===== src/rtl/load_store_unit_pkg.sv =====
// Shared types for the load/store unit: operation and size encodings, FSM states.
package load_store_unit_pkg;
    localparam int WORD       = 32;
    localparam int BYTE_LANES = 4;

    typedef enum logic [2:0] {
        MEM_NONE,
        MEM_LOAD,
        MEM_STORE,
        MEM_LOAD_MULT,
        MEM_STORE_MULT
    } mem_op_t;

    typedef enum logic [1:0] {
        SIZE_BYTE,
        SIZE_HALF,
        SIZE_WORD
    } mem_size_t;

    typedef enum logic [1:0] {
        IDLE,
        SINGLE,
        MULT
    } lsu_state_t;

    function automatic logic is_mult(input mem_op_t op);
        return (op == MEM_LOAD_MULT) || (op == MEM_STORE_MULT);
    endfunction
endpackage


===== src/rtl/load_store_unit_if.sv =====
// EX-side, register-file, data-memory and writeback signals of the load/store unit.
interface load_store_unit_if #(
    parameter int ADDR_W     = 32,
    parameter int REG_LIST_W = 8
);
    import load_store_unit_pkg::*;

    logic                  ex_valid_i;
    mem_op_t               mem_op_i;
    mem_size_t             mem_size_i;
    logic                  sign_ext_i;
    logic [ADDR_W-1:0]     address_i;
    logic [WORD-1:0]       store_data_i;
    logic [3:0]            dest_reg_i;
    logic [REG_LIST_W-1:0] reg_list_i;
    logic [3:0]            rf_read_reg_o;
    logic [WORD-1:0]       rf_read_data_i;
    logic                  mem_req_o;
    logic                  mem_we_o;
    logic [ADDR_W-1:0]     mem_addr_o;
    logic [BYTE_LANES-1:0] mem_byte_en_o;
    logic [WORD-1:0]       mem_wdata_o;
    logic                  mem_ready_i;
    logic [WORD-1:0]       mem_rdata_i;
    logic                  wb_valid_o;
    logic [3:0]            wb_reg_o;
    logic [WORD-1:0]       wb_data_o;
    logic                  stall_o;

    modport slave (
        input  ex_valid_i, mem_op_i, mem_size_i, sign_ext_i, address_i, store_data_i,
               dest_reg_i, reg_list_i, rf_read_data_i, mem_ready_i, mem_rdata_i,
        output rf_read_reg_o, mem_req_o, mem_we_o, mem_addr_o, mem_byte_en_o,
               mem_wdata_o, wb_valid_o, wb_reg_o, wb_data_o, stall_o
    );

    modport master (
        output ex_valid_i, mem_op_i, mem_size_i, sign_ext_i, address_i, store_data_i,
               dest_reg_i, reg_list_i, rf_read_data_i, mem_ready_i, mem_rdata_i,
        input  rf_read_reg_o, mem_req_o, mem_we_o, mem_addr_o, mem_byte_en_o,
               mem_wdata_o, wb_valid_o, wb_reg_o, wb_data_o, stall_o
    );
endinterface


===== src/rtl/load_store_unit_mem_lane_align.sv =====
// Byte-lane steering: store-side enables/replication, load-side lane pick and extension.
module mem_lane_align
    import load_store_unit_pkg::*;
(
    input  mem_size_t             i_size,
    input  logic [1:0]            i_addr_lo,
    input  logic                  i_sign_ext,
    input  logic [WORD-1:0]       i_st_data,
    input  logic [WORD-1:0]       i_ld_data,
    output logic [BYTE_LANES-1:0] o_byte_en,
    output logic [WORD-1:0]       o_wdata,
    output logic [WORD-1:0]       o_ld_data
);
    logic [BYTE_LANES-1:0][7:0] w_rd_lanes;
    logic [BYTE_LANES-1:0][7:0] w_wr_lanes;
    logic [7:0]                 w_byte;
    logic [15:0]                w_half;

    assign w_rd_lanes = i_ld_data;
    assign o_wdata    = w_wr_lanes;

    // Each lane takes the byte of the store datum that lands on it after replication.
    for (genvar g = 0; g < BYTE_LANES; g++) begin : g_lane
        always_comb begin
            case (i_size)
                SIZE_BYTE: w_wr_lanes[g] = i_st_data[7:0];
                SIZE_HALF: w_wr_lanes[g] = i_st_data[8*(g%2) +: 8];
                default:   w_wr_lanes[g] = i_st_data[8*g +: 8];
            endcase
        end
    end

    always_comb begin
        case (i_size)
            SIZE_BYTE: o_byte_en = 4'b0001 << i_addr_lo;
            SIZE_HALF: o_byte_en = 4'b0011 << {i_addr_lo[1], 1'b0};
            default:   o_byte_en = 4'b1111;
        endcase
    end

    always_comb begin
        w_byte = w_rd_lanes[i_addr_lo];
        w_half = i_addr_lo[1] ? i_ld_data[31:16] : i_ld_data[15:0];
        case (i_size)
            SIZE_BYTE: o_ld_data = {{24{i_sign_ext & w_byte[7]}}, w_byte};
            SIZE_HALF: o_ld_data = {{16{i_sign_ext & w_half[15]}}, w_half};
            default:   o_ld_data = i_ld_data;
        endcase
    end
endmodule


===== src/rtl/load_store_unit.sv =====
// Memory stage: single loads/stores and LDM/STM over a req/ready data port.
// Build with MEM_ALIGN_CHECK_EN to trap misaligned accesses on align_fault_o.
module load_store_unit
    import load_store_unit_pkg::*;
#(
    parameter int ADDR_W     = 32,
    parameter int REG_LIST_W = 8
) (
    input  logic clk_i,
    input  logic reset_i,
    load_store_unit_if.slave bus
`ifdef MEM_ALIGN_CHECK_EN
    ,
    output logic align_fault_o
`endif
);
    lsu_state_t            r_state, w_next;
    mem_op_t               r_op;
    mem_size_t             r_size;
    logic                  r_sext;
    logic [ADDR_W-1:0]     r_addr;
    logic [WORD-1:0]       r_st_data;
    logic [3:0]            r_dest;
    logic [REG_LIST_W-1:0] r_list;
    logic [3:0]            r_beats;
    logic                  r_wb_valid;
    logic [3:0]            r_wb_reg;
    logic [WORD-1:0]       r_wb_data;

    logic                  w_busy, w_capture, w_beat, w_misalign;
    logic [3:0]            w_cur_idx;
    logic [REG_LIST_W-1:0] w_cur_bit, w_list_rem;
    logic [ADDR_W-1:0]     w_base, w_mult_addr;
    logic [BYTE_LANES-1:0] w_be;
    logic [WORD-1:0]       w_wdata, w_ld_data;

    assign w_busy    = (r_state != IDLE);
    assign w_capture = (r_state == IDLE) && bus.ex_valid_i && (bus.mem_op_i != MEM_NONE);
    assign w_beat    = w_busy && bus.mem_ready_i;

`ifdef MEM_ALIGN_CHECK_EN
    logic r_fault;

    always_comb begin
        w_misalign = 1'b0;
        if (is_mult(bus.mem_op_i))
            w_misalign = (bus.address_i[1:0] != 2'b00);
        else if (bus.mem_size_i == SIZE_HALF)
            w_misalign = bus.address_i[0];
        else if (bus.mem_size_i == SIZE_WORD)
            w_misalign = (bus.address_i[1:0] != 2'b00);
    end

    always_ff @(posedge clk_i or posedge reset_i) begin
        if (reset_i) r_fault <= 1'b0;
        else         r_fault <= w_capture && w_misalign;
    end

    assign align_fault_o = r_fault;
`else
    assign w_misalign = 1'b0;
`endif

    always_comb begin
        w_cur_idx = 4'd0;
        for (int i = REG_LIST_W - 1; i >= 0; i--)
            if (r_list[i]) w_cur_idx = 4'(i);
    end

    assign w_cur_bit   = r_list & (~r_list + REG_LIST_W'(1));
    assign w_list_rem  = r_list & ~w_cur_bit;
    assign w_base      = {r_addr[ADDR_W-1:2], 2'b00};
    assign w_mult_addr = w_base + {{(ADDR_W-6){1'b0}}, r_beats, 2'b00};

    mem_lane_align u_align (
        .i_size    (r_size),
        .i_addr_lo (r_addr[1:0]),
        .i_sign_ext(r_sext),
        .i_st_data (r_st_data),
        .i_ld_data (bus.mem_rdata_i),
        .o_byte_en (w_be),
        .o_wdata   (w_wdata),
        .o_ld_data (w_ld_data)
    );

    always_ff @(posedge clk_i or posedge reset_i) begin
        if (reset_i) r_state <= IDLE;
        else         r_state <= w_next;
    end

    always_comb begin
        w_next = r_state;
        case (r_state)
            IDLE: begin
                if (w_capture && !w_misalign) begin
                    if (!is_mult(bus.mem_op_i))  w_next = SINGLE;
                    else if (|bus.reg_list_i)    w_next = MULT;
                end
            end
            SINGLE:  if (bus.mem_ready_i) w_next = IDLE;
            MULT:    if (bus.mem_ready_i && (w_list_rem == '0)) w_next = IDLE;
            default: w_next = IDLE;
        endcase
    end

    always_ff @(posedge clk_i or posedge reset_i) begin
        if (reset_i) begin
            r_op       <= MEM_NONE;
            r_size     <= SIZE_BYTE;
            r_sext     <= 1'b0;
            r_addr     <= '0;
            r_st_data  <= '0;
            r_dest     <= '0;
            r_list     <= '0;
            r_beats    <= '0;
            r_wb_valid <= 1'b0;
            r_wb_reg   <= '0;
            r_wb_data  <= '0;
        end else begin
            r_wb_valid <= 1'b0;
            if (w_capture) begin
                r_op      <= bus.mem_op_i;
                r_size    <= bus.mem_size_i;
                r_sext    <= bus.sign_ext_i;
                r_addr    <= bus.address_i;
                r_st_data <= bus.store_data_i;
                r_dest    <= bus.dest_reg_i;
                r_list    <= is_mult(bus.mem_op_i) ? bus.reg_list_i : '0;
                r_beats   <= '0;
            end
            if (w_beat && (r_state == SINGLE) && (r_op == MEM_LOAD)) begin
                r_wb_valid <= 1'b1;
                r_wb_reg   <= r_dest;
                r_wb_data  <= w_ld_data;
            end
            if (w_beat && (r_state == MULT)) begin
                r_list  <= w_list_rem;
                r_beats <= r_beats + 4'd1;
                if (r_op == MEM_LOAD_MULT) begin
                    r_wb_valid <= 1'b1;
                    r_wb_reg   <= w_cur_idx;
                    r_wb_data  <= bus.mem_rdata_i;
                end
            end
        end
    end

    always_comb begin
        bus.mem_addr_o    = '0;
        bus.mem_byte_en_o = '0;
        bus.mem_wdata_o   = '0;
        case (r_state)
            SINGLE: begin
                bus.mem_addr_o    = w_base;
                bus.mem_byte_en_o = w_be;
                bus.mem_wdata_o   = w_wdata;
            end
            MULT: begin
                bus.mem_addr_o    = w_mult_addr;
                bus.mem_byte_en_o = 4'b1111;
                bus.mem_wdata_o   = (r_op == MEM_STORE_MULT) ? bus.rf_read_data_i : '0;
            end
            default: ;
        endcase
    end

    assign bus.rf_read_reg_o = w_cur_idx;
    assign bus.mem_req_o     = w_busy;
    assign bus.mem_we_o      = w_busy && ((r_op == MEM_STORE) || (r_op == MEM_STORE_MULT));
    assign bus.stall_o       = w_busy;
    assign bus.wb_valid_o    = r_wb_valid;
    assign bus.wb_reg_o      = r_wb_reg;
    assign bus.wb_data_o     = r_wb_data;
endmodule


===== src/flat_wrapper.sv =====
// flat-port wrapper written by rule: the top's interface ports become plain ports
module load_store_unit_flat import load_store_unit_pkg::*;
#(
    parameter int ADDR_W     = 32,
    parameter int REG_LIST_W = 8
)
  (clk_i, reset_i, bus_ex_valid_i, bus_mem_op_i, bus_mem_size_i, bus_sign_ext_i, bus_address_i, bus_store_data_i, bus_dest_reg_i, bus_reg_list_i, bus_rf_read_data_i, bus_mem_ready_i, bus_mem_rdata_i, bus_rf_read_reg_o, bus_mem_req_o, bus_mem_we_o, bus_mem_addr_o, bus_mem_byte_en_o, bus_mem_wdata_o, bus_wb_valid_o, bus_wb_reg_o, bus_wb_data_o, bus_stall_o);
  load_store_unit_if #(.ADDR_W(ADDR_W), .REG_LIST_W(REG_LIST_W)) bus_i ();
  input  logic clk_i;
  input  logic reset_i;
  input wire logic [$bits(bus_i.ex_valid_i)-1:0] bus_ex_valid_i;
  input wire logic [$bits(bus_i.mem_op_i)-1:0] bus_mem_op_i;
  input wire logic [$bits(bus_i.mem_size_i)-1:0] bus_mem_size_i;
  input wire logic [$bits(bus_i.sign_ext_i)-1:0] bus_sign_ext_i;
  input wire logic [$bits(bus_i.address_i)-1:0] bus_address_i;
  input wire logic [$bits(bus_i.store_data_i)-1:0] bus_store_data_i;
  input wire logic [$bits(bus_i.dest_reg_i)-1:0] bus_dest_reg_i;
  input wire logic [$bits(bus_i.reg_list_i)-1:0] bus_reg_list_i;
  input wire logic [$bits(bus_i.rf_read_data_i)-1:0] bus_rf_read_data_i;
  input wire logic [$bits(bus_i.mem_ready_i)-1:0] bus_mem_ready_i;
  input wire logic [$bits(bus_i.mem_rdata_i)-1:0] bus_mem_rdata_i;
  output wire logic [$bits(bus_i.rf_read_reg_o)-1:0] bus_rf_read_reg_o;
  output wire logic [$bits(bus_i.mem_req_o)-1:0] bus_mem_req_o;
  output wire logic [$bits(bus_i.mem_we_o)-1:0] bus_mem_we_o;
  output wire logic [$bits(bus_i.mem_addr_o)-1:0] bus_mem_addr_o;
  output wire logic [$bits(bus_i.mem_byte_en_o)-1:0] bus_mem_byte_en_o;
  output wire logic [$bits(bus_i.mem_wdata_o)-1:0] bus_mem_wdata_o;
  output wire logic [$bits(bus_i.wb_valid_o)-1:0] bus_wb_valid_o;
  output wire logic [$bits(bus_i.wb_reg_o)-1:0] bus_wb_reg_o;
  output wire logic [$bits(bus_i.wb_data_o)-1:0] bus_wb_data_o;
  output wire logic [$bits(bus_i.stall_o)-1:0] bus_stall_o;
  assign bus_i.ex_valid_i = bus_ex_valid_i;
  assign bus_i.mem_op_i = bus_mem_op_i;
  assign bus_i.mem_size_i = bus_mem_size_i;
  assign bus_i.sign_ext_i = bus_sign_ext_i;
  assign bus_i.address_i = bus_address_i;
  assign bus_i.store_data_i = bus_store_data_i;
  assign bus_i.dest_reg_i = bus_dest_reg_i;
  assign bus_i.reg_list_i = bus_reg_list_i;
  assign bus_i.rf_read_data_i = bus_rf_read_data_i;
  assign bus_i.mem_ready_i = bus_mem_ready_i;
  assign bus_i.mem_rdata_i = bus_mem_rdata_i;
  assign bus_rf_read_reg_o = bus_i.rf_read_reg_o;
  assign bus_mem_req_o = bus_i.mem_req_o;
  assign bus_mem_we_o = bus_i.mem_we_o;
  assign bus_mem_addr_o = bus_i.mem_addr_o;
  assign bus_mem_byte_en_o = bus_i.mem_byte_en_o;
  assign bus_mem_wdata_o = bus_i.mem_wdata_o;
  assign bus_wb_valid_o = bus_i.wb_valid_o;
  assign bus_wb_reg_o = bus_i.wb_reg_o;
  assign bus_wb_data_o = bus_i.wb_data_o;
  assign bus_stall_o = bus_i.stall_o;
  load_store_unit #(.ADDR_W(ADDR_W), .REG_LIST_W(REG_LIST_W)) u_core (.clk_i(clk_i), .reset_i(reset_i), .bus(bus_i));
endmodule

===== config.mk =====
export PLATFORM = sky130hd
export DESIGN_NAME = load_store_unit_flat
export DESIGN_NICKNAME = d
export VERILOG_FILES = /design/src/rtl/load_store_unit_pkg.sv /design/src/rtl/load_store_unit_if.sv /design/src/rtl/load_store_unit_mem_lane_align.sv /design/src/rtl/load_store_unit.sv /design/src/flat_wrapper.sv
export SDC_FILE = /design/constraint.sdc
export NUM_CORES = 1
export LEC_CHECK = 0
export CORE_MARGIN = 2
export CORE_UTILIZATION = 39
export CTS_BUF_LIST = sky130_fd_sc_hd__clkbuf_16
export CTS_CLUSTER_SIZE = 24
export DETAILED_ROUTE_END_ITERATION = 6
export GPL_TIMING_DRIVEN = 1
export HOLD_SLACK_MARGIN = 0.02
export PLACE_DENSITY = 0.75
export SYNTH_ARGS = -nofsm -noshare
export SYNTH_HDL_FRONTEND = slang
export SYNTH_SLANG_ARGS = --single-unit

===== constraint.sdc =====
create_clock -name clk_i -period 4.6 [get_ports clk_i]
set_input_delay 0.92 -clock clk_i [delete_from_list [all_inputs] [get_ports clk_i]]
set_output_delay 0.92 -clock clk_i [all_outputs]
set_load 0.01 [all_outputs]

======== Yosys cells after proc, flatten, opt, wreduce, memory -nomap -nowiden ========
Index checks and enable logic that the tools add are counted.
operators by class
  bitwise operators ....................... 6
  add/sub/neg operators ................... 3
  mux-type cells .......................... 40
  $lt $le $gt $ge ......................... 1
  eq/ne operators ......................... 13
  reduce and logical (&&, ||, !) cells .... 19
  shift-type cells ........................ 2
operators with widths
  kind                                                              count
  32-bit one-hot mux with 2 select lines                            3
  32-bit two-way mux                                                4
  4-bit two-way mux                                                 12
  8-bit two-way mux                                                 6
  32-bit by 6-bit adder with 32-bit output                          1
  8-bit bitwise AND                                                 2
  8-bit binary-select mux with 2-bit select                         1
  16-bit two-way mux                                                1
  8-bit inverter                                                    2
  4-bit one-hot mux with 2 select lines                             2
  8-bit one-hot mux with 2 select lines                             1
  2-bit two-way mux                                                 5
  3-bit by 2-bit == test with 1-bit output (second input constant)  3
  8-bit by 1-bit adder with 8-bit output (second input constant)    1
  1-bit logical AND                                                 8
  8-bit logical NOT                                                 1
  8-bit OR reduction                                                1
  3-bit == test (second input constant)                             2
  2-bit one-hot mux with 3 select lines                             1
  4-bit by 1-bit adder with 4-bit output (second input constant)    1
  2-bit by 1-bit == test with 1-bit output (second input constant)  2
  2-bit logical NOT                                                 2
  2-bit by 1-bit != test with 1-bit output (second input constant)  2
  4-bit AND reduction                                               1
  other kinds (14)                                                  19
word-level totals
  input port bits ......................... 150
  register bits ........................... 125
  output and inout port bits .............. 112

======== Logic depth before layout (Yosys ltp) ========
Gate-level depths: netlist of run 1.
  depth in word-level cells ............... 10
  gate-level depth with buffers ........... 10
  mapped depth without buffers ............ 8

======== Hierarchy ========
From an unflattened synthesis of run 1, not the netlist that was laid out.
second synthesis, totals
  cells, all modules ...................... 855
  area total of the unflattened synthesis .. 8037.7 um^2
modules (own cells, without submodules)
  module           times used  area each (um^2)  cells each  seq. area each (um^2)
  load_store_unit  1           6821.5            670         3128.0
  mem_lane_align   1           1216.2            185         0.0

======== Worst setup path before layout of run 1 ========
OpenSTA, ideal clock, no wires.
  kind .................................... reg2out
  from .................................... register u_core.r_beats[0]
  to ...................................... output port bus_mem_addr_o[28]
  setup slack ............................. 1572 ps
  cell stages (with the launch flop) ...... 9
  buffers on the path ..................... 0
  arrival time ............................ 2108 ps
  cell sequence ........................... dfrtp_1 -> ha_1 -> inv_1 -> fa_1 -> nor2b_1 -> o21a_1 -> o2111ai_4 -> or4_1 -> nand3_1
between the ends
  cells in the longest elaborated chain, start to end .. 2
ends and longest elaborated chain
  what                                      line                    source
  start: declaration                        load_store_unit.sv:25   logic [3:0] r_beats;
  start signal: assignment                  load_store_unit.sv:138  r_beats <= r_beats + 4'd1;
  32-bit by 6-bit adder with 32-bit output  load_store_unit.sv:73   assign w_mult_addr = w_base + {{(ADDR_W-6){1'b0}}, r_beats, 2'b00};
  32-bit one-hot mux with 2 select lines    load_store_unit.sv:152  case (r_state)
  end: declaration                          flat_wrapper.sv:25      output wire logic [$bits(bus_i.mem_addr_o)-1:0] bus_mem_addr_o;
Every way passes these cells.

======== Worst setup path in the final report of run 1 ========
  from .................................... register u_core.r_beats[2]
  to ...................................... output port bus_mem_addr_o[17]
The elaborated chain is that of the path after synthesis.

==> results.py, run 1 <==
metrics = {
    "timing": {
        "fin_crit_sh_pct": 92.3,
        "period_minus_slack_ns": 4.25,
        "setup_viol": 0,
        "hold_violations": 0,
        "rsz0062_at_grt": "no",
        "fmax_mhz": 235,
        "slew_headroom_pct": 31.9,
        "skew_ns": 0.00938,
        "tightest_slew_ns": 1.02,
        "maxSlewViolCount": 0,
        "fin_ws_ns": 0.352,
        "tns_ns": 0,
    },
    "setup_path": {
        "r2r_setup_slack_ns": 1.68,
        "start_kind": "register",
        "slowest_delay_ns": 0.61,
        "critPathMostFrequentCell": "o21ai_0",
        "r2r-start": "u_core.r_state[0]$_DFFE_PP0P_",
        "cp_cell_sequence": "ha_1, o21ai_0, o21ai_0, buf_4, and2_1, nand3_1, o31ai_1, clkdlybuf4s50_1",
        "critical_path_required_ns": 3.68,
        "critical_path.endpoint": "bus_mem_addr_o[17]",
        "cp.arrival_ns": 3.33,
        "path_class": "reg -> out",
        "worstSetupStartpoint": "u_core.r_beats[2]$_DFFE_PP0P_",
        "cp_max_fo": 9,
        "endpoint_kind": "output port",
        "cp_slowest_cell": "clkdlybuf4s50_1",
        "reg2regPathDepth": 7,
        "rr_endpoint": "u_core.bus.wb_data_o[16]$_DFF_PP0_",
    },
    "power_and_ir_drop": {
        "p_leak_nw": 4.64,
        "powerDensity_nw_per_um2": 614,
        "ir_drop_mv": 0.327,
    },
    "clock_tree": {
        "cts_resized": 0,
        "clockBufferDepth": 2,
        "cts-buffers-inserted": 17,
        "path_clk_slew_ns": 0.06,
        "cts.htree.levels": 4,
        "cts_hold_buf": 0,
        "numClockSinks": 125,
        "clk_latency_ns": 0.42,
        "clockRootBuffer": "clkbuf_16",
        "post_cts_buffers": 0,
        "tritoncts": "built",
    },
    "floorplanning": {
        "dieArea_um2": 20400,
        "io_pins": 262,
        "fp.dieW_um": 143,
        "row_count": 50,
        "die_h_um": 143,
        "start_util_pct": 40.0,
        "core_um2": 18800,
    },
    "synthesis": {
        "yosys_register_bits": 125,
        "yosysTopAreaCell": "dfrtp_1",
        "yosysSeqAreaShare_pct": 41.7,
        "synth_most_common_cell": "nand2_1",
        "synth_area_um2": 7500,
        "synth_area_per_cell_um2": 7.79,
        "async_flop_share_pct": 100,
        "synth_area_leaders": "dfrtp_1 42%, nand2_1 14%, nor2_1 5.0%, a21oi_1 4.0%, o21ai_0 3.3%",
        "syn_inst": 963,
        "ys.flop_type": "dfrtp_1",
        "yosysWarnings": 0,
        "yosysUniqueCellTypes": 72,
        "synthTopCellsByCount": "283 x nand2_1, 125 x dfrtp_1, 99 x nor2_1, 60 x a21oi_1, 49 x o21ai_0",
        "synth_top_cell_area_share_pct": 41.7,
        "synth_edf_count": 0,
    },
    "drt": {
        "via_count": 7912,
        "first_iter_violations": 527,
        "dr.pass1.iters": 5,
        "drc": 0,
        "drt-total-wl_um": 25000,
        "ant_nets": 0,
        "post_drt_wl_per_cell_um": 17.4,
        "routed_via_density": 5.51,
    },
    "placement": {
        "io_buffers": 258,
        "pre_cts_ws_ns": 0.865,
        "dp_hpwl_um": 17800,
        "place_congestion": 0.867,
    },
    "global_routing": {
        "first_global_vias": 7500,
        "antenna_found_initial": 0,
        "grtUsageTotal_pct": 24.6,
        "grt_pass1_wl_um": 39800,
        "grt_start_max_net_pins": 82,
        "globalRoute.totalOverflow": 0,
    },
    "final_layout": {
        "diodes": 0,
        "fin_nets": 1349,
        "area_growth_pct": 44.1,
        "layout-drive-gt1-share_pct": 5.82,
    },
    "status": {
        "status": "finished, final reports clean",
    },
    "hold_path": {
        "hold_path.class": "reg -> reg",
    },
    "run": {
        "maxCapViolCount": 0,
    },
}
## cell families (layout without fill, tap and decap cells)
logic type	count (synthesis)	after routing	synth area share [%]
AOI/OAI and AO/OA	242	242	21.3
xor gates and xnor gates	3	3	0.350
adders and majority gates	9	9	1.60
buffers and inverters	93	331	5.35
DFF	125	125	41.7
muxes	25	25	3.47
other	1	3	0.0500
and+or+nand+nor	465	465	26.2
## metal layers
layer,up-vias,share of wire (%),global-route usage [%]
li1,3803,-,-
met1,3756,43,32.9
met2,310,47,39.9
met3,43,6.8,4.26
met4,0,2.5,9.28
met5,-,0,0
## registers in the layout (all words and copies together) (netlist names)
signal and count:
u_core.r_dest 4, u_core.bus.wb_reg_o 4, u_core.r_state 2, u_core.r_addr 32, u_core.r_sext 1, u_core.r_op 3
u_core.bus.wb_data_o 32, u_core.bus.wb_valid_o 1, u_core.r_beats 4, u_core.r_size 2, u_core.r_st_data 32, u_core.r_list 8
## area by class of cell
type	count	area, µm²
flip-flops and latches	125	3130
inverters	27	104
repair buffers	272	2690
clock inverters	15	155
fillers	1738	7960
clock buffers	17	425
well taps	234	293
multi-input cells	747	4020
## metrics by stage
stage	area, µm²	std cells	power (mW)	util [%]	hold WS (ns)
floorplan	7510	965	3.86	-	0.445
global placement	10200	1405	5.23	54.5	0.459
detailed placement	10200	1405	5.29	54.5	0.464
CTS	10800	1437	6.65	57.6	0.478
global route	10800	1437	7.12	57.6	0.496
finish	10800	1437	6.64	57.6	0.475
## critical path, delay by kind of cell (launching register included)
| kind | cells | cell delay [ns] |
|---|---|---|
| fa+ha+maj | 1 | 0.36 |
| flops | 1 | 0.41 |
| buf+inv | 2 | 0.90 |
| simple gates | 2 | 0.28 |
| compound gates | 3 | 0.95 |
## cell usage in the layout, fill, tap and decap left out, types with 5 or more instances in the layout
cell type and instances:
or4_1 5, o22ai_1 19, o21ai_0 49, a211oi_1 5, o21a_1 5, clkdlybuf4s50_1 258, nand2_1 283, and3_1 7
nand4_1 6, a21oi_1 60, nor3_1 9, o211ai_1 12, dfrtp_1 124, clkbuf_16 17, buf_4 14, o311ai_0 5
mux2i_1 17, a32o_1 6, nor2b_1 6, a22oi_1 29, nor2_1 99, nand3_1 22, ha_1 8, inv_1 26
o41ai_1 8, a31oi_1 13, mux2_2 8
## how the worst min path moves through the flow
| stage | startpoint | slack [ns] | cells past startpoint | endpoint |
|---|---|---|---|---|
| floorplan | u_core.r_st_data[16]$_DFFE_PP0P_ | 0.45 | 2 | u_core.r_st_data[16]$_DFFE_PP0P_ |
| global placement | u_core.r_st_data[25]$_DFFE_PP0P_ | 0.46 | 2 | u_core.r_st_data[25]$_DFFE_PP0P_ |
| detailed placement | u_core.r_st_data[24]$_DFFE_PP0P_ | 0.46 | 2 | u_core.r_st_data[24]$_DFFE_PP0P_ |
| CTS | u_core.r_st_data[24]$_DFFE_PP0P_ | 0.48 | 2 | u_core.r_st_data[24]$_DFFE_PP0P_ |
| global route | u_core.r_st_data[31]$_DFFE_PP0P_ | 0.50 | 2 | u_core.r_st_data[31]$_DFFE_PP0P_ |
| finish | u_core.r_dest[2]$_DFFE_PP0P_ | 0.48 | 2 | u_core.r_dest[2]$_DFFE_PP0P_ |
## report_power, final
group	internal [mW]	total (mW)	switching [mW]
Clock	0.839	1.35	0.507
Combinational	1.47	3.16	1.69
Sequential	1.60	2.13	0.536
Total	3.91	6.64	2.73
Power figures use the tool's default switching activity.
==> run 2, diff against run 1 <==
--- a/config.mk
+++ b/config.mk
@@ -11,8 +11,7 @@
 export CTS_CLUSTER_SIZE = 24
 export DETAILED_ROUTE_END_ITERATION = 6
 export GPL_TIMING_DRIVEN = 1
-export HOLD_SLACK_MARGIN = 0.02
-export PLACE_DENSITY = 0.75
+export PLACE_DENSITY = 0.77
 export SYNTH_ARGS = -nofsm -noshare
 export SYNTH_HDL_FRONTEND = slang
 export SYNTH_SLANG_ARGS = --single-unit
==> constraint.sdc (replaced) <==
create_clock -name clk_i -period 3.8 [get_ports clk_i]
set_input_delay 0.76 -clock clk_i [delete_from_list [all_inputs] [get_ports clk_i]]
set_output_delay 0.76 -clock clk_i [all_outputs]
set_load 0.01 [all_outputs]
==> run 2 against run 1 <==
- sequential power rose by 21%
- total power is 23% higher
- combinational power rose by 24%
- die area unchanged
- final cell count is 1.0% higher
- sequential share of layout area shrank 0.58 points
- hold slack worse by 0.00057 ns
- worst setup slack got worse by 0.32 ns
- utilization grew 1.2 points
- largest cell class unchanged
==> results.py, run 2 (synthesis results as in run 1) <==
metrics = {
    "drt": {
        "routed_via_density": 5.55,
        "via_count": 8065,
        "post_drt_wl_per_cell_um": 17.7,
        "ant_nets": 0,
        "dr.pass1.iters": 5,
        "first_iter_violations": 656,
        "drc": 0,
        "drt-total-wl_um": 25600,
    },
    "global_routing": {
        "grt_start_max_net_pins": 126,
        "grtUsageTotal_pct": 24.6,
        "antenna_found_initial": 0,
        "globalRoute.totalOverflow": 0,
        "grt_pass1_wl_um": 39800,
        "first_global_vias": 7598,
    },
    "timing": {
        "rsz0062_at_grt": "yes",
        "period_minus_slack_ns": 3.77,
        "hold_violations": 0,
        "fin_ws_ns": 0.0314,
        "skew_ns": 0.00705,
        "setup_viol": 0,
        "slew_headroom_pct": 50.0,
        "fmax_mhz": 265,
        "tightest_slew_ns": 0.750,
        "whs_ns": 0.475,
        "fin_crit_sh_pct": 99.2,
        "tns_ns": 0,
        "maxSlewViolCount": 0,
    },
    "setup_path": {
        "r2r-start": "u_core.r_state[0]$_DFFE_PP0P_",
        "worstSetupStartpoint": "u_core.r_addr[5]$_DFFE_PP0P_",
        "cp_cell_sequence": "ha_1, o21ai_0, o21ai_2, buf_4, nand4_1, or4_1, nand3_1, clkdlybuf4s50_1",
        "endpoint_kind": "output port",
        "r2r_setup_slack_ns": 1.39,
        "cp.arrival_ns": 3.01,
        "reg2regPathDepth": 9,
        "critical_path.endpoint": "bus_mem_addr_o[25]",
        "rr_endpoint": "u_core.bus.wb_data_o[8]$_DFF_PP0_",
        "path_class": "reg -> out",
        "slowest_delay_ns": 0.54,
        "cp_slowest_cell": "clkdlybuf4s50_1",
        "start_kind": "register",
        "cp_max_fo": 5,
        "critical_path_required_ns": 3.04,
    },
    "floorplanning": {
        "fp.dieW_um": 143,
        "start_util_pct": 40.0,
        "core_um2": 18800,
        "row_count": 50,
        "dieArea_um2": 20400,
        "die_h_um": 143,
        "io_pins": 262,
    },
    "final_layout": {
        "mostFrequentLayoutCell": "nand2_1",
        "layout-drive-gt1-share_pct": 8.62,
        "stdcell_area_um2": 11000,
        "post-route-util_pct": 58.8,
        "layout.cells.non_filler": 1452,
        "area_growth_pct": 47.0,
        "fin_nets": 1364,
        "diodes": 0,
        "layout.cells.most_common_list": "282 x nand2_1, 249 x clkdlybuf4s50_1, 124 x dfrtp_1, 99 x nor2_1, 59 x a21oi_1",
    },
    "clock_tree": {
        "cts.htree.levels": 4,
        "cts-buffers-inserted": 17,
        "clockRootBuffer": "clkbuf_16",
        "clk_latency_ns": 0.43,
        "clockBufferDepth": 2,
        "path_clk_slew_ns": 0.06,
        "tritoncts": "built",
        "numClockSinks": 125,
    },
    "power_and_ir_drop": {
        "p_leak_nw": 4.81,
        "finalPower_mw": 8.14,
        "ir_drop_mv": 0.345,
        "powerDensity_nw_per_um2": 738,
    },
    "placement": {
        "placed_cells": 1410,
        "pre_cts_ws_ns": 0.175,
        "placed_area_um2": 10300,
        "io_buffers": 258,
        "dp_hpwl_um": 17600,
        "place_congestion": 0.881,
    },
    "status": {
        "status": "finished, final reports clean",
    },
    "run": {
        "maxCapViolCount": 0,
    },
    "hold_path": {
        "hold_path_depth": 2,
        "hold_path.class": "reg -> reg",
    },
}
-- run 2: cell types whose count changed in the layout (fill, tap and decap cells not counted), moves of 3 or more --
cell	before	now
buf_4	14	27
clkdlybuf4s50_1	258	249
dlygate4sd2_1	0	5
dlymetal6s2s_1	0	4
o311ai_0	5	1
clkinv_1	4	1
clkinvlp_4	2	5
-- run 2: layout make-up --
type	count	area, µm²
fill	1679	7740
multi-input combinational	747	4100
sequential	125	3130
timing repair buffer	287	2820
clock buffer	17	425
tap	234	293
clock inverter	15	163
inverter	27	105
-- run 2: what timing repair did --
item                       CTS  global route
hold buffers                 0             0
gates resized for setup     11            20
setup endpoints to repair   24            19
buffers inserted             4             6
pin swaps                    3             4
-- run 2: routing by layer --
layer	GRT usage, %	share of wire (%)	routed length, µm
met1	31.7	42	10800
met2	40.8	48	12400
met3	5.37	6.8	1750
met4	9.17	2.6	663
met5	0	0	0
-- run 2: report_power, final --
part	internal (mW)	total [mW]	switching, mW
clock	0.974	1.65	0.677
sequential	1.93	2.58	0.643
combinational	1.81	3.91	2.10
total	4.72	8.14	3.42
-- run 2: worst max-delay path, delay by kind of cell, from the launching register on --
kind	cells	cell delay, ns
adders and majority gates	1	0.34
DFF	1	0.40
buffers and inverters	2	0.71
and+or+nand+nor	3	0.75
AOI/OAI and AO/OA	2	0.38
-- run 2: how the worst min path moves through the flow --
stage	start	endpoint	slack [ns]
floorplan	u_core.r_st_data[16]$_DFFE_PP0P_	u_core.r_st_data[16]$_DFFE_PP0P_	0.45
global placement	u_core.r_st_data[28]$_DFFE_PP0P_	u_core.r_st_data[28]$_DFFE_PP0P_	0.46
detailed placement	u_core.r_st_data[30]$_DFFE_PP0P_	u_core.r_st_data[30]$_DFFE_PP0P_	0.46
CTS	u_core.r_st_data[30]$_DFFE_PP0P_	u_core.r_st_data[30]$_DFFE_PP0P_	0.48
global route	u_core.r_st_data[27]$_DFFE_PP0P_	u_core.r_st_data[27]$_DFFE_PP0P_	0.50
finish	u_core.r_st_data[29]$_DFFE_PP0P_	u_core.r_st_data[29]$_DFFE_PP0P_	0.47
==> run 3, diff against run 2 <==
--- a/config.mk
+++ b/config.mk
@@ -11,7 +11,8 @@
 export CTS_CLUSTER_SIZE = 24
 export DETAILED_ROUTE_END_ITERATION = 6
 export GPL_TIMING_DRIVEN = 1
-export PLACE_DENSITY = 0.77
+export PLACE_DENSITY = 0.75
+export SKIP_CTS_REPAIR_TIMING = 1
 export SYNTH_ARGS = -nofsm -noshare
 export SYNTH_HDL_FRONTEND = slang
 export SYNTH_SLANG_ARGS = --single-unit
==> constraint.sdc (replaced) <==
create_clock -name clk_i -period 4.2 [get_ports clk_i]
set_input_delay 0.84 -clock clk_i [delete_from_list [all_inputs] [get_ports clk_i]]
set_output_delay 0.84 -clock clk_i [all_outputs]
set_load 0.01 [all_outputs]
==> run 3 against run 2 <==
- wire length decreased by 1.9%
- sequential power decreased by 11%
- via count decreased by 1.3%
- design area decreased by 0.96%
- first-iteration DRC count decreased by 19%
- clock-buffer cell count unchanged
- clock skew about the same
- utilization decreased by 0.57 points
- register-to-register slack improved by 0.18 ns
- critical endpoint is now bus_mem_addr_o[28]
==> results.py, run 3 (synthesis results as in run 1) <==
metrics = {
    "clock_tree": {
        "tritoncts": "built",
        "cts-buffers-inserted": 17,
        "clockRootBuffer": "clkbuf_16",
        "clockBufferDepth": 2,
        "cts.htree.levels": 4,
        "path_clk_slew_ns": 0.06,
        "numClockSinks": 125,
        "clk_latency_ns": 0.42,
    },
    "final_layout": {
        "fin_nets": 1356,
        "multi_input_area_um2": 4020,
        "stdcell_area_um2": 10900,
        "post-route-util_pct": 58.2,
        "regArea_um2": 3130,
        "layout.cells.non_filler": 1444,
        "layout.cells.most_common_list": "283 x nand2_1, 258 x clkdlybuf4s50_1, 123 x dfrtp_1, 99 x nor2_1, 59 x a21oi_1",
        "filler_cell_count": 1709,
        "diodes": 0,
        "layout-drive-gt1-share_pct": 6.86,
        "area_growth_pct": 45.6,
        "mostFrequentLayoutCell": "nand2_1",
    },
    "timing": {
        "slew_headroom_pct": 41.1,
        "setup_viol": 0,
        "hold_violations": 0,
        "fin_crit_sh_pct": 95.7,
        "rsz0062_at_grt": "no",
        "maxSlewViolCount": 0,
        "tns_ns": 0,
        "whs_ns": 0.472,
        "skew_ns": 0.00692,
        "period_minus_slack_ns": 4.02,
        "fmax_mhz": 249,
        "fin_ws_ns": 0.182,
        "tightest_slew_ns": 0.880,
    },
    "power_and_ir_drop": {
        "finalPower_mw": 7.41,
        "power_frac_comb_pct": 47.7,
        "p_leak_nw": 4.69,
        "sw_frac_of_total_pct": 40.7,
        "power.switching_mw": 3.02,
        "powerDensity_nw_per_um2": 678,
        "ir_drop_mv": 0.318,
        "seqPwrFrac_pct": 31.1,
        "p_clk_share_pct": 21.2,
        "p_int_mw": 4.39,
    },
    "drt": {
        "drc": 0,
        "drt-total-wl_um": 25100,
        "dr.pass1.iters": 5,
        "routed_via_density": 5.51,
        "via_count": 7960,
        "ant_nets": 0,
        "post_drt_wl_per_cell_um": 17.4,
        "first_iter_violations": 532,
    },
    "setup_path": {
        "cp_slowest_cell": "clkdlybuf4s50_1",
        "r2r_setup_slack_ns": 1.57,
        "cp_cell_sequence": "ha_1, inv_1, fa_1, nor2b_1, o21a_2, o2111ai_4, or4_1, nand3_1, clkdlybuf4s50_1",
        "path_class": "reg -> out",
        "cp_max_fo": 8,
        "slowest_delay_ns": 0.53,
        "endpoint_kind": "output port",
        "start_kind": "register",
        "critical_path_required_ns": 3.36,
        "cp.arrival_ns": 3.18,
    },
    "global_routing": {
        "antenna_found_initial": 0,
        "first_global_vias": 7515,
        "grt_pass1_wl_um": 39500,
        "grt_start_max_net_pins": 61,
        "globalRoute.totalOverflow": 0,
        "grtUsageTotal_pct": 24.5,
    },
    "placement": {
        "io_buffers": 258,
        "pre_cts_ws_ns": 0.536,
        "placed_cells": 1411,
        "place_congestion": 0.897,
        "dp_hpwl_um": 17900,
        "placed_area_um2": 10300,
    },
    "floorplanning": {
        "io_pins": 262,
        "core_um2": 18800,
        "dieArea_um2": 20400,
        "fp.dieW_um": 143,
        "die_h_um": 143,
        "start_util_pct": 40.0,
        "row_count": 50,
    },
    "status": {
        "status": "finished, final reports clean",
    },
    "run": {
        "maxCapViolCount": 0,
    },
    "hold_path": {
        "hold_path.class": "reg -> reg",
    },
}
run 3: changes by cell type in the layout (fill, tap and decap cells not counted), moves of 4 or more:
cell / previous run / this run
buf_4: 27 / 20
clkdlybuf4s50_1: 249 / 258
dlygate4sd2_1: 5 / 0
dlymetal6s2s_1: 4 / 0
o311ai_0: 1 / 5
run 3: path summary, 6_finish.rpt:
check	start	endpoint	cells past startpoint
max	u_core.r_beats[0]$_DFFE_PP0P_	bus_mem_addr_o[28]	9
min	u_core.r_st_data[18]$_DFFE_PP0P_	u_core.r_st_data[18]$_DFFE_PP0P_	2
max reg2reg	u_core.r_state[0]$_DFFE_PP0P_	u_core.bus.wb_data_o[17]$_DFF_PP0_	8
min reg2reg	u_core.r_st_data[18]$_DFFE_PP0P_	u_core.r_st_data[18]$_DFFE_PP0P_	2
max in group asynchronous	reset_i	u_core.r_st_data[9]$_DFFE_PP0P_	3
min in group asynchronous	reset_i	u_core.r_list[2]$_DFFE_PP0P_	2
run 3: layout make-up:
type,instances,share of cell area [%]
Multi-Input combinational cell,747,36.8
Sequential cell,125,28.7
Timing Repair Buffer,279,25.2
Clock buffer,17,3.89
Tap cell,234,2.68
Clock inverter,15,1.81
Inverter,27,0.951
run 3: worst max-delay path, delay by kind of cell (launching register included):
family                   cells  cell delay [ns]
flip-flops                   1             0.41
adder cells (fa/ha/maj)      2             0.61
AO/OA/AOI/OAI                2             0.38
AND/OR/NAND/NOR              3             0.77
buffers and inverters        2             0.60
run 3: power groups by stage:
stage,Combinational (mW),Clock (mW),Sequential [mW]
6_report,3.53,1.57,2.30
5_1_grt,3.87,1.65,2.39
4_1_cts,3.55,1.59,2.29
3_5_place_dp,3.52,0,2.30
3_3_place_gp,3.47,0,2.29
2_1_floorplan,2.03,0,2.20
run 3: per-layer routing:
metal	track usage, %	up-vias	part of all wire, %	routed length (µm)
li1	-	3809	-	-
met1	31.9	3792	43	10700
met2	40.5	311	48	12100
met3	4.96	48	6.8	1710
met4	8.49	0	2.2	551
met5	0	-	0	0
